File: config.mk
export PLATFORM = sky130hd
export DESIGN_NAME = frame_loader
export DESIGN_NICKNAME = d
export VERILOG_FILES = /design/src/rtl/frame_pkg.sv /design/src/rtl/frame_loader_debounce.sv /design/src/rtl/frame_loader.sv
export SDC_FILE = /design/constraint.sdc
export NUM_CORES = 1
export LEC_CHECK = 0
export ABC_AREA = 0
export BUFFER_PORTS_ARGS = -buffer_cell sky130_fd_sc_hd__buf_4
export CELL_PAD_IN_SITES_DETAIL_PLACEMENT = 1
export CELL_PAD_IN_SITES_GLOBAL_PLACEMENT = 1
export CORE_ASPECT_RATIO = 1.2
export CORE_MARGIN = 2
export CORE_UTILIZATION = 40
export CTS_CLUSTER_SIZE = 12
export DETAILED_ROUTE_END_ITERATION = 12
export PLACE_DENSITY = 0.87
export SYNTH_ARGS = -nofsm -noshare
export SYNTH_HDL_FRONTEND = slang
export SYNTH_SLANG_ARGS = --single-unit
File: constraint.sdc
create_clock -name clk -period 1.3 [get_ports clk]
set_input_delay 0.13 -clock clk [delete_from_list [all_inputs] [get_ports clk]]
set_output_delay 0.13 -clock clk [all_outputs]
set_load 0.05 [all_outputs]
File: src/rtl/frame_pkg.sv
// frame_pkg: shared sizes, FSM state and frame type for the frame loader
package frame_pkg;
  localparam int ROWS = 6;
  localparam int COLS = 6;
  localparam int ROW_IDX_W = 3;
  typedef enum logic {FILL, FULL} state_t;
  typedef logic [ROWS-1:0][COLS-1:0] frame_t;
endpackage

File: src/rtl/frame_loader_debounce.sv
// btn_debounce: synchronizes a raw button and emits one pulse per accepted press
module btn_debounce #(
  parameter int DEBOUNCE_CYCLES = 16
) (
  input  logic clk,
  input  logic rst_n,
  input  logic btn_raw,
  output logic pulse
);
  localparam int CW = $clog2(DEBOUNCE_CYCLES + 1);
  logic [1:0] r_sync;
  logic [CW-1:0] r_cnt;
  logic r_level;
  logic r_pulse;
  logic w_done;
  assign w_done = r_cnt == CW'(DEBOUNCE_CYCLES - 1);
  assign pulse = r_pulse;
  // level is accepted only after the synced input differs from it for DEBOUNCE_CYCLES cycles
  always_ff @(posedge clk or negedge rst_n) begin
    if (!rst_n) begin
      r_sync <= '0;
      r_cnt <= '0;
      r_level <= 1'b0;
      r_pulse <= 1'b0;
    end else begin
      r_sync <= {r_sync[0], btn_raw};
      r_pulse <= 1'b0;
      if (r_sync[1] != r_level) begin
        if (w_done) begin
          r_level <= r_sync[1];
          r_cnt <= '0;
          r_pulse <= r_sync[1];
        end else begin
          r_cnt <= r_cnt + 1'b1;
        end
      end else begin
        r_cnt <= '0;
      end
    end
  end
endmodule

File: src/rtl/frame_loader.sv
// frame_loader: builds a 6x6 binary frame row by row and hands it off via valid/ready
module frame_loader
  import frame_pkg::*;
#(
  parameter int DEBOUNCE_CYCLES = 16
) (
  input  logic                   clk,
  input  logic                   rst_n,
  input  logic [COLS-1:0]        sw_row,
  input  logic                   btn_load,
  input  logic                   btn_clear,
  input  logic                   frame_ready,
  output logic [ROWS*COLS-1:0]   data_out,
  output logic                   frame_valid,
  output logic [ROW_IDX_W-1:0]   row_idx,
  output logic                   overrun
);
  logic [COLS-1:0] r_sw0;
  logic [COLS-1:0] r_sw1;
  frame_t r_frame;
  logic [ROW_IDX_W-1:0] r_row;
  logic r_ovr;
  state_t r_state;
  state_t w_state_nxt;
  logic w_load;
  logic w_clear;
  logic w_last;
  btn_debounce #(.DEBOUNCE_CYCLES(DEBOUNCE_CYCLES)) u_load (
    .clk(clk), .rst_n(rst_n), .btn_raw(btn_load), .pulse(w_load)
  );
  btn_debounce #(.DEBOUNCE_CYCLES(DEBOUNCE_CYCLES)) u_clear (
    .clk(clk), .rst_n(rst_n), .btn_raw(btn_clear), .pulse(w_clear)
  );
  assign w_last = r_row == ROW_IDX_W'(ROWS - 1);
  assign data_out = r_frame;
  assign frame_valid = r_state == FULL;
  assign row_idx = r_row;
  assign overrun = r_ovr;
  // two-stage synchronizer for the asynchronous switches
  always_ff @(posedge clk or negedge rst_n) begin
    if (!rst_n) begin
      r_sw0 <= '0;
      r_sw1 <= '0;
    end else begin
      r_sw0 <= sw_row;
      r_sw1 <= r_sw0;
    end
  end
  // state register; frame_valid is simply the FULL state
  always_ff @(posedge clk or negedge rst_n) begin
    if (!rst_n) r_state <= FILL;
    else r_state <= w_state_nxt;
  end
  // next state: clear wins, last-row load fills, ready drains
  always_comb begin
    w_state_nxt = r_state;
    if (w_clear) w_state_nxt = FILL;
    else if (r_state == FILL && w_load && w_last) w_state_nxt = FULL;
    else if (r_state == FULL && frame_ready) w_state_nxt = FILL;
  end
  // frame rows, row pointer and sticky overrun flag
  always_ff @(posedge clk or negedge rst_n) begin
    if (!rst_n) begin
      r_frame <= '0;
      r_row <= '0;
      r_ovr <= 1'b0;
    end else if (w_clear) begin
      r_frame <= '0;
      r_row <= '0;
      r_ovr <= 1'b0;
    end else if (r_state == FILL && w_load) begin
      r_frame[r_row] <= r_sw1;
      r_row <= w_last ? '0 : r_row + 1'b1;
    end else if (r_state == FULL && w_load) begin
      r_ovr <= 1'b1;
    end
  end
endmodule

# Word level (Yosys, flattened, before mapping)
# Index checks and enable logic that the tools add are counted.
# op_classes
addsub,3
mux,22
n_lt_le_gt_ge,2
bitwise,1
reduce_logical,11
eq_ne,6
# op_table
cell,n
$mux W36,2
$bwmux W36,1
$mux W5,4
$demux W6 S3,1
$add A5 B1 Y5 const B,2
$eq A5 B4 Y1 const B,2
$mux W1,10
$mux W3,3
$mux W6,1
$reduce_and A2 Y1,3
$logic_and A1 B1 Y1,5
$lt A3 B4 Y1 const B,1
$reduce_bool A2 Y1,2
$add A3 B1 Y3 const B,1
$eq A3 B3 Y1 const B,1
$ge A3 B1 Y1 const B,1
$reduce_bool A3 Y1,1
$ne A1 B1 Y1,2
$ne A2 B1 Y1 const B,1
$not A1 Y1,1
# totals
reg_bits,71

# Depth between registers and ports, before layout
# Gate-level depths: netlist of the first run.
# logic_depth
depth_word,7
mapped_depth,4
mapped_depth_nobuf,4

# By module
# A second synthesis of the first run with hierarchy kept.
# hier_totals
cells_unflattened,226
area_unflattened_um2,2841.5
# modules_own_cells
module,area_per_inst_um2,instances,seq_area_each_um2,cells_each
frame_loader,2170.8,1,1326.3,176
btn_debounce,335.3,2,225.2,25

# Worst setup path before layout of the first run
# OpenSTA, ideal clock, no wires.
# synth_timing
path_kind,register to register
start,reg r_state (netlist: frame_valid)
end,"reg r_frame, in the netlist data_out[18]"
n_path_buf,1
slack_ns,-0.338
arrival_ns,1.510
path_stages_with_launch,5
synth_period_minus_slack_ns,1.638
required_time_ns,1.172
cell_sequence,dfrtp_1 -> nand3b_2 -> or3b_1 -> buf_6 -> mux2i_1
# synth_between
elab_chain_len,3
# synth_lines
element,line_no,source
"start, declared",frame_loader.sv:23,state_t r_state;
"start signal, assigned",frame_loader.sv:52,else r_state <= w_state_nxt;
$not A1 Y1,frame_loader.sv:71,end else if (r_state == FILL && w_load) begin
$logic_and A1 B1 Y1,frame_loader.sv:71,
$reduce_bool A2 Y1 (no source line),n/a,
"end signal, assigned by index",frame_loader.sv:72,r_frame[r_row] <= r_sw1;
"end, declared",frame_loader.sv:20,frame_t r_frame;
# No other way between the ends.
# A chain may end at the register's enable or synchronous reset.

# Worst setup path after layout of the first run
# layout_timing
start,reg r_state (netlist: frame_valid)
end,"reg r_frame, in the netlist data_out[34]"
# The elaborated chain is that of the path after synthesis.

==> flow_summary_export.csv, run 1 <==
group,metric,value,unit
grt,largest_net_degree_at_the_start_of_global_routing,35,
routing,drtAntennaViolNets,0,
placement,dp.final_hpwl,4340,µm
timing,hold_viol,0,
cts,clockRootBuffer,"clkbuf_8",
routing,detailroute.via_count,1876,
grt,grt_pass1_wl,10200,µm
timing,rsz0062_at_grt,"true",
pwr,p_switching,0.881,mW
routing,detail_route.wl_per_cell,17.2,µm
cts,cts.reportedPaths.clkPinSlew,70,ps
logic_synthesis,postSynthAreaPerCell,13.3,µm²
logic_synthesis,synth_enable_flop_cells,0,
logic_synthesis,synth.lib_cells_used.distinct,27,
grt,vias_in_the_first_global_route,2037,
pwr,power.total,4.01,mW
floorplanning,row_count,33,
job,maxCapViolations,0,
logic_synthesis,postSynth.topFlopCell,"dfrtp_1",
floorplanning,core,6770,µm²
logic_synthesis,post_synth_inst_count,209,
final_layout,diodes,0,
worst_setup_path,critical_path.n_buffers_inverters,2,
hold_path,timing.hold.worst.class,"in2reg",
worst_setup_path,critical_path.top_delay_family,"flip-flops",
floorplanning,horiz_die_dim,80.1,µm
final_layout,post-route-util,0.562,
cts,cts_tree,"yes",
worst_setup_path,cpMaxStageDelayCell,"dfrtp_2",
logic_synthesis,synth_top_cells_by_area,"dfrtp_1 (64%), mux2i_1 (13%), nand2b_1 (9.4%)",
routing,routed_wirelength,6600,µm
timing,final_min_period_over_clock_period,1.12,
final_layout,flow.area_growth_from_synthesis,36.8,%
worst_setup_path,timing.critical_path.fanout_max,7,
pwr,power_switching_share,0.220,
logic_synthesis,synth.largest_area_cell,"dfrtp_1",
cts,number_of_clock_buffers_inserted_by_tritoncts,9,
timing,maxSlewHeadroom,0.730,
logic_synthesis,seq_area_frac_synth,0.638,
timing,layout_min_cycle_time,1450,ps
placement,numPortBuffers,51,
worst_setup_path,data_arrival_time_of_the_worst_path,1650,ps
worst_setup_path,slowest_delay,430,ps
timing,layout_setup_ws,-150,ps
pwr,peakVddDrop,0.000864,V
pwr,clock_power_share,0.389,
pwr,internal-power,3.13,mW
logic_synthesis,synth_nets,222,
grt,antenna_violations_before_repair,0,
logic_synthesis,yosysTopAreaCellShare,0.638,
placement,dp.cells,354,
run_status,failed_checks,"negative setup slack",
pwr,power_per_cell_area,1050,nW/µm²
routing,drt_first_iter_violations,51,
routing,post-route-drc-count,0,
routing,dr.pass1.iters,4,
final_layout,drive_above_1_share,0.360,
timing,maxClockFrequency,0.690,GHz
cts,htree_num_levels,3,
floorplanning,die-area,7640,µm²
timing,report.final.setup_viol,40,
cts,max-clock-path-buffers,2,
run_status,status,"finished, violations left",
worst_setup_path,path_class,"reg2reg",
final_layout,fillCellCount,699,
worst_setup_path,timing.critical_path.to_type,"flip-flop",
placement,place_congestion,0.803,
cts,clock_sinks,71,
pwr,leakage,2.08,nW
pwr,power.sequential.fraction,0.567,
logic_synthesis,post_synth_most_frequent_cells,"dfrtp_1 (71), nand2b_1 (42), mux2i_1 (36)",
logic_synthesis,yosysWarnings,0,
floorplanning,initial_utilization,0.411,
final_layout,final_nets,305,
logic_synthesis,synth_most_common_cell,"dfrtp_1",
worst_setup_path,startpoint_type,"flip-flop",
floorplanning,design.portCount,52,
pwr,combPwrFrac,0.044,
timing,timing.clock.skew,9.15,ps
timing,slew_violations,0,
logic_synthesis,yosys_register_bits,71,
floorplanning,die_height,95.4,µm
logic_synthesis,postSynth.asyncResetShare,1.00,
grt,grt.overflow.total,0,
timing,tightestPinTransition,405,ps
logic_synthesis,synth.cell_area,2780,µm²
cts,worst_skew_pair.late_latency,340,ps
routing,routed_via_density,4.89,
final_layout,final-instance-count-excl-fill,384,
worst_setup_path,crit_path_cell_trace,"buf_6 > nor3b_4 > buf_4 > nand3_4 > mux2i_1",
grt,groute.usage.overall,0.187,
worst_setup_path,req_time_crit_path,1500,ps
-- power by group through the flow --
stage | clock network (mW) | logic (mW) | registers [mW]
2_1_floorplan | 0 | 0.0437 | 2.31
3_3_place_gp | 0 | 0.137 | 2.31
3_5_place_dp | 0 | 0.145 | 2.31
4_1_cts | 1.60 | 0.166 | 2.27
5_1_grt | 1.69 | 0.198 | 2.28
6_report | 1.56 | 0.175 | 2.27
-- layout by cell type (no fill, tap or decap), types with 2 or more instances in the layout --
master / instances
and3_1: 2
nor4b_1: 2
a21oi_2: 3
nand2b_1: 42
xor2_1: 6
dlygate4sd3_1: 9
and2_1: 2
mux2_2: 2
nand3_4: 3
inv_1: 2
mux2i_1: 36
nand3_1: 2
buf_6: 6
clkbuf_1: 5
clkbuf_8: 11
buf_4: 63
nor2_1: 10
dfrtp_2: 4
nand3b_4: 2
dfrtp_1: 67
nand2_1: 2
-- stage by stage --
stage	setup TNS (ps)	setup WS [ps]	cell area (µm²)	hold WS [ps]
after CTS	-676	-60.6	3700	78.1
after floorplan	-2230	-157	2820	-166
final	-3310	-150	3810	100
after detailed placement	-3560	-170	3380	51.6
after global placement	-1480	-73.6	3380	45.9
after global routing	-5560	-215	3810	111
-- kinds of logic (layout without fill, tap and decap cells) --
group                      count (synthesis)  in the layout  synth area share
AOI/OAI and AO/OA                          6              6            0.0108
DFF                                       71             71             0.638
muxes                                     38             38             0.138
buffers and inverters                     10             98            0.0180
xor gates and xnor gates                   7              7            0.0220
and+or+nand+nor                           75             75             0.164
adders and majority gates                  2              2           0.00899
-- what timing repair did --
item | 4_1_cts | 5_1_grt
gates resized for setup | 11 | 17
endpoints found under the setup margin | 40 | 47
setup buffers | 1 | 4
pin swaps | 3 | 4
hold buffers | 9 | 0
endpoints found under the hold margin | 55 | 0
-- flip-flops by register name, summed over array words and instances (netlist names), 2 cells and up --
register,count
r_sw1,6
u_clear.r_cnt,5
row_idx,3
r_sw0,6
u_clear.r_sync,2
u_load.r_cnt,5
data_out,36
u_load.r_sync,2
-- layout make-up --
type | count | area [µm²] | share of cell area
Sequential cell | 71 | 1780 | 0.468
Multi-Input combinational cell | 128 | 1070 | 0.282
Timing Repair Buffer | 80 | 666 | 0.175
Clock buffer | 16 | 170 | 0.0447
Tap cell | 87 | 109 | 0.0286
Inverter | 2 | 7.51 | 0.00197
-- routing by layer --
metal	wire [µm]	GRT usage	share of wire	vias to the layer above
met1	2500	0.204	0.38	945
met3	263	0.0379	0.040	18
met2	3660	0.339	0.55	52
met5	0	0	0	-
li1	-	-	-	861
met4	179	0.0960	0.027	0
-- worst reg2reg max path, stage by stage (launching register included) --
cell     delay (ps)
dfrtp_2         430
buf_6           140
nor3b_4         270
buf_4           180
nand3_4         140
mux2i_1         170
-- path summary, 6_finish.rpt --
| path | slack (ps) | from | cells after the start | to |
|---|---|---|---|---|
| worst max-delay path | -150 | frame_valid | 5 | data_out[34] |
| worst min-delay path | 100 | frame_ready | 3 | frame_valid |
| worst max register to register | -150 | frame_valid | 5 | data_out[34] |
| worst min register to register | 350 | u_load.r_sync[0] | 0 | u_load.r_sync[1] |
| max in group asynchronous | 580 | rst_n | 3 | u_load.r_level |
| min in group asynchronous | 230 | rst_n | 2 | u_clear.r_cnt[1] |
Note: power is estimated with default switching activity, not from simulation.
==> run 2: changes to the inputs <==
- CORE_UTILIZATION: 40 -> 39
- PLACE_DENSITY: 0.87 -> 0.86
- SYNTH_HIERARCHICAL: not set -> 1
==> run 2 against run 1 <==
  * The run still ends with negative setup slack left
  * Global-route usage rose by 0.29 points
  * Largest power group unchanged
  * Routed wire length rose by 4.6%
  * Design area rose by 2.3%
  * Via count rose by 5.3%
  * Die area rose by 4.5%
  * Sequential share of layout area fell by 1.1 points
  * Sequential cell count did not move
  * Largest cell class unchanged
  * First-iteration DRC count rose by 24%
  * Synthesized cell count rose by 8.1%
  * Clock skew rose by 6.0 ps
  * Combinational power rose by 3%
  * Register-to-register slack got worse by 50 ps
==> flow_summary_export.csv, run 2 <==
group,metric,value,unit
timing,final_min_period_over_clock_period,1.16,
placement,place_congestion,0.801,
pwr,leakage,1.99,nW
logic_synthesis,post_synth_most_frequent_cells,"dfrtp_1 (71), o21ai_0 (25), mux2i_1 (24)",
timing,rsz0062_at_grt,"true",
pwr,power_switching_share,0.230,
floorplanning,initial_utilization,0.398,
worst_setup_path,startpoint_type,"flip-flop",
final_layout,fillCellCount,748,
grt,grt_pass1_wl,11200,µm
final_layout,ff_latch_area,1780,µm²
grt,vias_in_the_first_global_route,2171,
timing,layout_setup_ws,-204,ps
logic_synthesis,yosys_register_bits,71,
timing,report.final.setup_viol,34,
timing,maxSlewHeadroom,0.812,
worst_setup_path,cpMaxStageDelayCell,"dfrtp_2",
floorplanning,row_count,34,
worst_setup_path,critical_path.n_buffers_inverters,0,
grt,largest_net_degree_at_the_start_of_global_routing,38,
routing,drt_first_iter_violations,63,
routing,routed_wirelength,6910,µm
logic_synthesis,post_synth_inst_count,226,
cts,clockRootBuffer,"clkbuf_8",
final_layout,diodes,0,
pwr,internal-power,3.27,mW
logic_synthesis,synth_top_cells_by_area,"dfrtp_1 (63%), mux2i_1 (8.5%), nand2b_1 (5.1%)",
job,maxCapViolations,0,
worst_setup_path,timing.critical_path.fanout_max,6,
floorplanning,die-area,7990,µm²
timing,maxClockFrequency,0.665,GHz
run_status,status,"finished, violations left",
logic_synthesis,yosysTopAreaCellShare,0.625,
floorplanning,die_height,97.5,µm
logic_synthesis,postSynth.topFlopCell,"dfrtp_1",
pwr,peakVddDrop,0.000823,V
timing,whs,74.6,ps
routing,drtAntennaViolNets,0,
logic_synthesis,postSynthAreaPerCell,12.6,µm²
worst_setup_path,worst_r2r_path_depth,3,
worst_setup_path,critical_path.top_delay_family,"simple AND/OR/NAND/NOR gates",
cts,worst_skew_pair.late_latency,350,ps
cts,clock_sinks,71,
hold_path,min-delay-start,"frame_ready",
cts,cts.reportedPaths.clkPinSlew,80,ps
timing,layout_min_cycle_time,1500,ps
cts,htree_num_levels,3,
logic_synthesis,synth_nets,239,
routing,detail_route.wl_per_cell,17.1,µm
final_layout,finalInstanceArea,3890,µm²
run_status,failed_checks,"negative setup slack",
routing,routed_via_density,4.88,
grt,antenna_violations_before_repair,0,
timing,hold_viol,0,
cts,max-clock-path-buffers,2,
floorplanning,design.portCount,52,
routing,post-route-drc-count,0,
final_layout,multi_input_comb_area,1090,µm²
final_layout,drive_above_1_share,0.422,
logic_synthesis,synth.lib_cells_used.distinct,31,
routing,detailroute.via_count,1975,
worst_setup_path,path_class,"reg2reg",
logic_synthesis,synth_enable_flop_cells,0,
logic_synthesis,yosysWarnings,6,
final_layout,flow.area_growth_from_synthesis,37.0,%
placement,post_dp_cell_area,3420,µm²
worst_setup_path,timing.critical_path.to_type,"flip-flop",
final_layout,final_nets,323,
routing,dr.pass1.iters,4,
worst_setup_path,rr_endpoint,"data_out[2]",
hold_path,timing.hold.worst_endpoint,"frame_valid",
final_layout,final_cell_mix,"dfrtp_1 (67), buf_4 (67), mux2i_1 (23)",
logic_synthesis,postSynth.asyncResetShare,1.00,
timing,tightestPinTransition,278,ps
logic_synthesis,synth.largest_area_cell,"dfrtp_1",
worst_setup_path,slowest_delay,440,ps
logic_synthesis,synth_most_common_cell,"dfrtp_1",
final_layout,largest_register_ffs,36,
pwr,clock_power_share,0.423,
worst_setup_path,crit_path_cell_trace,"or3b_4 > or3_4 > mux2i_1",
hold_path,hold_depth,3,
worst_setup_path,timing.rr.start,"frame_valid",
logic_synthesis,synth.cell_area,2840,µm²
pwr,combPwrFrac,0.042,
worst_setup_path,req_time_crit_path,1530,ps
hold_path,timing.hold.worst.class,"in2reg",
timing,slew_violations,0,
timing,timing.clock.skew,15.2,ps
cts,number_of_clock_buffers_inserted_by_tritoncts,9,
grt,groute.usage.overall,0.190,
placement,numPortBuffers,51,
pwr,p_switching,0.977,mW
pwr,power.sequential.fraction,0.535,
cts,cts_tree,"yes",
floorplanning,core,7150,µm²
floorplanning,horiz_die_dim,81.9,µm
grt,grt.overflow.total,0,
pwr,power_per_cell_area,1090,nW/µm²
logic_synthesis,seq_area_frac_synth,0.625,
worst_setup_path,data_arrival_time_of_the_worst_path,1740,ps
worst_setup_path,timing.reg2reg.setup_slack,-200,ps
placement,dp.final_hpwl,4570,µm
[run 2: cell types whose count changed after synthesis, sizes merged, moves of 2 or more]
| cell | delta |
|---|---|
| mux2i | -12 |
| buf | +2 |
| nand2b | -19 |
| nor2b | +12 |
| o21ai | +25 |
| nor2 | -2 |
| nand3 | -2 |
| or2b | +9 |
[run 2: worst max path at each step]
stage / startpoint / end / cells past startpoint
4_1_cts: row_idx[0] / data_out[2] / 3
2_1_floorplan: row_idx[0] / data_out[4] / 5
3_3_place_gp: row_idx[0] / data_out[3] / 3
3_5_place_dp: row_idx[0] / data_out[2] / 3
5_1_grt: row_idx[0] / data_out[5] / 3
6_report: frame_valid / data_out[2] / 3
[run 2: power by group through the flow]
stage | Combinational (mW) | Sequential, mW | Clock [mW]
after floorplan | 0.0500 | 2.31 | 0
after global placement | 0.143 | 2.31 | 0
after detailed placement | 0.149 | 2.31 | 0
after CTS | 0.175 | 2.27 | 1.82
after global routing | 0.204 | 2.27 | 1.94
final | 0.180 | 2.27 | 1.80
[run 2: worst register-to-register path, delay by kind of cell (launching register included)]
family / cells / cell delay, ps
flip-flops: 1 / 440
AND/OR/NAND/NOR: 2 / 800
multiplexers: 1 / 150
[run 2: kinds of logic after synthesis]
family | after synthesis | synth area share
XOR/XNOR | 6 | 0.0185
multiplexers | 26 | 0.0925
adder cells (fa/ha/maj) | 2 | 0.00881
flip-flops | 71 | 0.625
AND/OR/NAND/NOR | 75 | 0.173
buffers and inverters | 14 | 0.0255
AO/OA/AOI/OAI | 32 | 0.0564
[run 2: layout make-up]
type                       count  share of cell area
timing repair buffer          84               0.179
tap                           90              0.0289
inverter                       3             0.00289
clock inverter                 5              0.0151
multi-input combinational    141               0.281
sequential                    71               0.458
clock buffer                  11              0.0363
[run 2: metrics by stage]
stage / total power [mW] / instances / worst slack [ps] / util / setup TNS [ps]
2_1_floorplan: 2.36 / 226 / -426 / - / -6740
3_3_place_gp: 2.45 / 371 / -236 / 0.478 / -2200
3_5_place_dp: 2.46 / 371 / -323 / 0.478 / -4230
4_1_cts: 4.26 / 401 / -198 / 0.532 / -2860
5_1_grt: 4.41 / 405 / -256 / 0.545 / -5890
6_report: 4.25 / 405 / -204 / 0.545 / -3950
[run 2: timing repair]
item | 4_1_cts | 5_1_grt
hold buffers | 9 | 0
resized for setup | 22 | 25
hold endpoints to repair | 79 | 0
endpoints found under the setup margin | 34 | 42
pin swaps | 2 | 5
setup buffers | 5 | 5
[run 2: routing by layer]
layer  share of wire  vias to the layer above  routed length, µm  GRT usage
met4           0.015                        0                102     0.0654
met1            0.40                     1006               2790      0.227
met5               0                        -                  0          0
met2            0.55                       39               3780      0.323
met3           0.034                        8                236     0.0483
li1                -                      922                  -          -
==> run 3: changes to the inputs <==
- CORE_MARGIN: 2 -> 5
- CTS_CLUSTER_DIAMETER: not set -> 50
- SKIP_CTS_REPAIR_TIMING: not set -> 1
==> run 3 against run 2 <==
  * The run still ends with negative setup slack left
  * First-iteration DRC count is the same
  * Core utilization shrank 1.9 points
  * Routed wire length decreased by 1.2%
  * Via count shrank 2.5%
  * Critical path type unchanged
  * Largest power group unchanged
==> flow_summary_export.csv, run 3 (synthesis gave the netlist of run 2 again) <==
group,metric,value,unit
run_status,status,"finished, violations left",
run_status,failed_checks,"negative setup slack",
final_layout,drive_above_1_share,0.373,
timing,slew_violations,0,
cts,clock_sinks,71,
placement,dp.cells,370,
worst_setup_path,path_class,"reg2reg",
routing,routed_via_density,4.86,
placement,place_congestion,0.706,
cts,cts.reportedPaths.clkPinSlew,70,ps
pwr,peakVddDrop,0.00106,V
grt,largest_net_degree_at_the_start_of_global_routing,32,
worst_setup_path,data_arrival_time_of_the_worst_path,1720,ps
cts,worst_skew_pair.late_latency,350,ps
timing,maxSlewHeadroom,0.740,
worst_setup_path,startpoint_type,"flip-flop",
floorplanning,die-area,9100,µm²
cts,clockRootBuffer,"clkbuf_8",
final_layout,flow.area_growth_from_synthesis,33.1,%
final_layout,layout.cells.most_common,"dfrtp_1",
cts,max-clock-path-buffers,2,
cts,htree_num_levels,3,
hold_path,timing.hold.worst.class,"in2reg",
grt,vias_in_the_first_global_route,2097,
final_layout,final_nets,315,
routing,dr.pass1.iters,4,
timing,maxClockFrequency,0.668,GHz
routing,post-route-drc-count,0,
floorplanning,initial_utilization,0.395,
floorplanning,horiz_die_dim,87.9,µm
cts,number_of_clock_buffers_inserted_by_tritoncts,9,
timing,rsz0062_at_grt,"true",
timing,hold_viol,0,
timing,report.final.setup_viol,32,
final_layout,largest_register_ffs,36,
placement,numPortBuffers,51,
placement,dp.final_hpwl,4590,µm
timing,final_min_period_over_clock_period,1.15,
floorplanning,core,7190,µm²
routing,detailroute.via_count,1926,
pwr,leakage,1.93,nW
routing,drt_first_iter_violations,63,
final_layout,diodes,0,
worst_setup_path,timing.critical_path.to_type,"flip-flop",
grt,grt.overflow.total,0,
floorplanning,row_count,34,
worst_setup_path,timing.critical_path.fanout_max,6,
timing,layout_min_cycle_time,1500,ps
floorplanning,design.portCount,52,
routing,routed_wirelength,6820,µm
timing,timing.clock.skew,9.36,ps
cts,cts_tree,"yes",
routing,detail_route.wl_per_cell,17.2,µm
floorplanning,die_height,104,µm
pwr,power_per_cell_area,1090,nW/µm²
final_layout,final-instance-count-excl-fill,396,
final_layout,final_cell_mix,"dfrtp_1 (67), buf_4 (62), nand2b_1 (23), mux2i_1 (23), o21ai_1 (22)",
final_layout,multi_input_comb_area,1080,µm²
grt,groute.usage.overall,0.156,
final_layout,ff_latch_area,1780,µm²
worst_setup_path,req_time_crit_path,1530,ps
timing,layout_setup_ws,-196,ps
grt,antenna_violations_before_repair,0,
pwr,power.total,4.13,mW
routing,drtAntennaViolNets,0,
job,maxCapViolations,0,
grt,grt_pass1_wl,10700,µm
timing,tightestPinTransition,391,ps
final_layout,fillCellCount,762,
## run 3: changes by cell type in the layout (fill, tap and decap cells not counted), sizes merged
cell	change
buf	-8
clkinvlp	-1
## run 3: critical path: stages, from the launching register on
cell	delay, ps
dfrtp_2	420
or3b_4	410
or3_4	400
mux2i_1	140
## run 3: per-layer routing
layer / vias up / part of all wire / track usage
met2: 46 / 0.53 / 0.255
met1: 969 / 0.40 / 0.187
met3: 7 / 0.049 / 0.0492
li1: 904 / - / -
met4: 0 / 0.016 / 0.0636
met5: - / 0 / 0
## run 3: report_power, final
part | internal (mW) | switching, mW
Combinational | 0.0809 | 0.0957
Sequential | 2.25 | 0.0270
Clock | 0.871 | 0.812
## run 3: worst paths after layout
path / slack, ps / from / to / cells after the start
setup / recovery: -200 / row_idx[0] / data_out[1] / 3
hold / removal: 110 / frame_ready / frame_valid / 3
min in group asynchronous: 250 / rst_n / u_clear/r_cnt[1] / 2
hold reg to reg: 350 / r_sw0[1] / r_sw1[1] / 0
setup reg to reg: -200 / row_idx[0] / data_out[1] / 3
max in group asynchronous: 540 / rst_n / u_load/r_level / 3
## run 3: cell type report
cell class / count / area share
Timing Repair Buffer: 76 / 0.164
Inverter: 3 / 0.00298
Clock inverter: 4 / 0.0126
Tap cell: 90 / 0.0298
Sequential cell: 71 / 0.471
Multi-Input combinational cell: 141 / 0.285
Clock buffer: 11 / 0.0347
## run 3: per-stage QoR
stage	worst slack, ps	area, µm²	hold slack, ps	util	setup TNS [ps]
3_3_place_gp	-240	3410	73.8	0.474	-2800
2_1_floorplan	-426	2890	-166	-	-6740
5_1_grt	-222	3780	92.5	0.526	-4510
4_1_cts	-282	3590	-307	0.499	-4470
3_5_place_dp	-275	3410	82.9	0.474	-3320
6_report	-196	3780	107	0.526	-2710
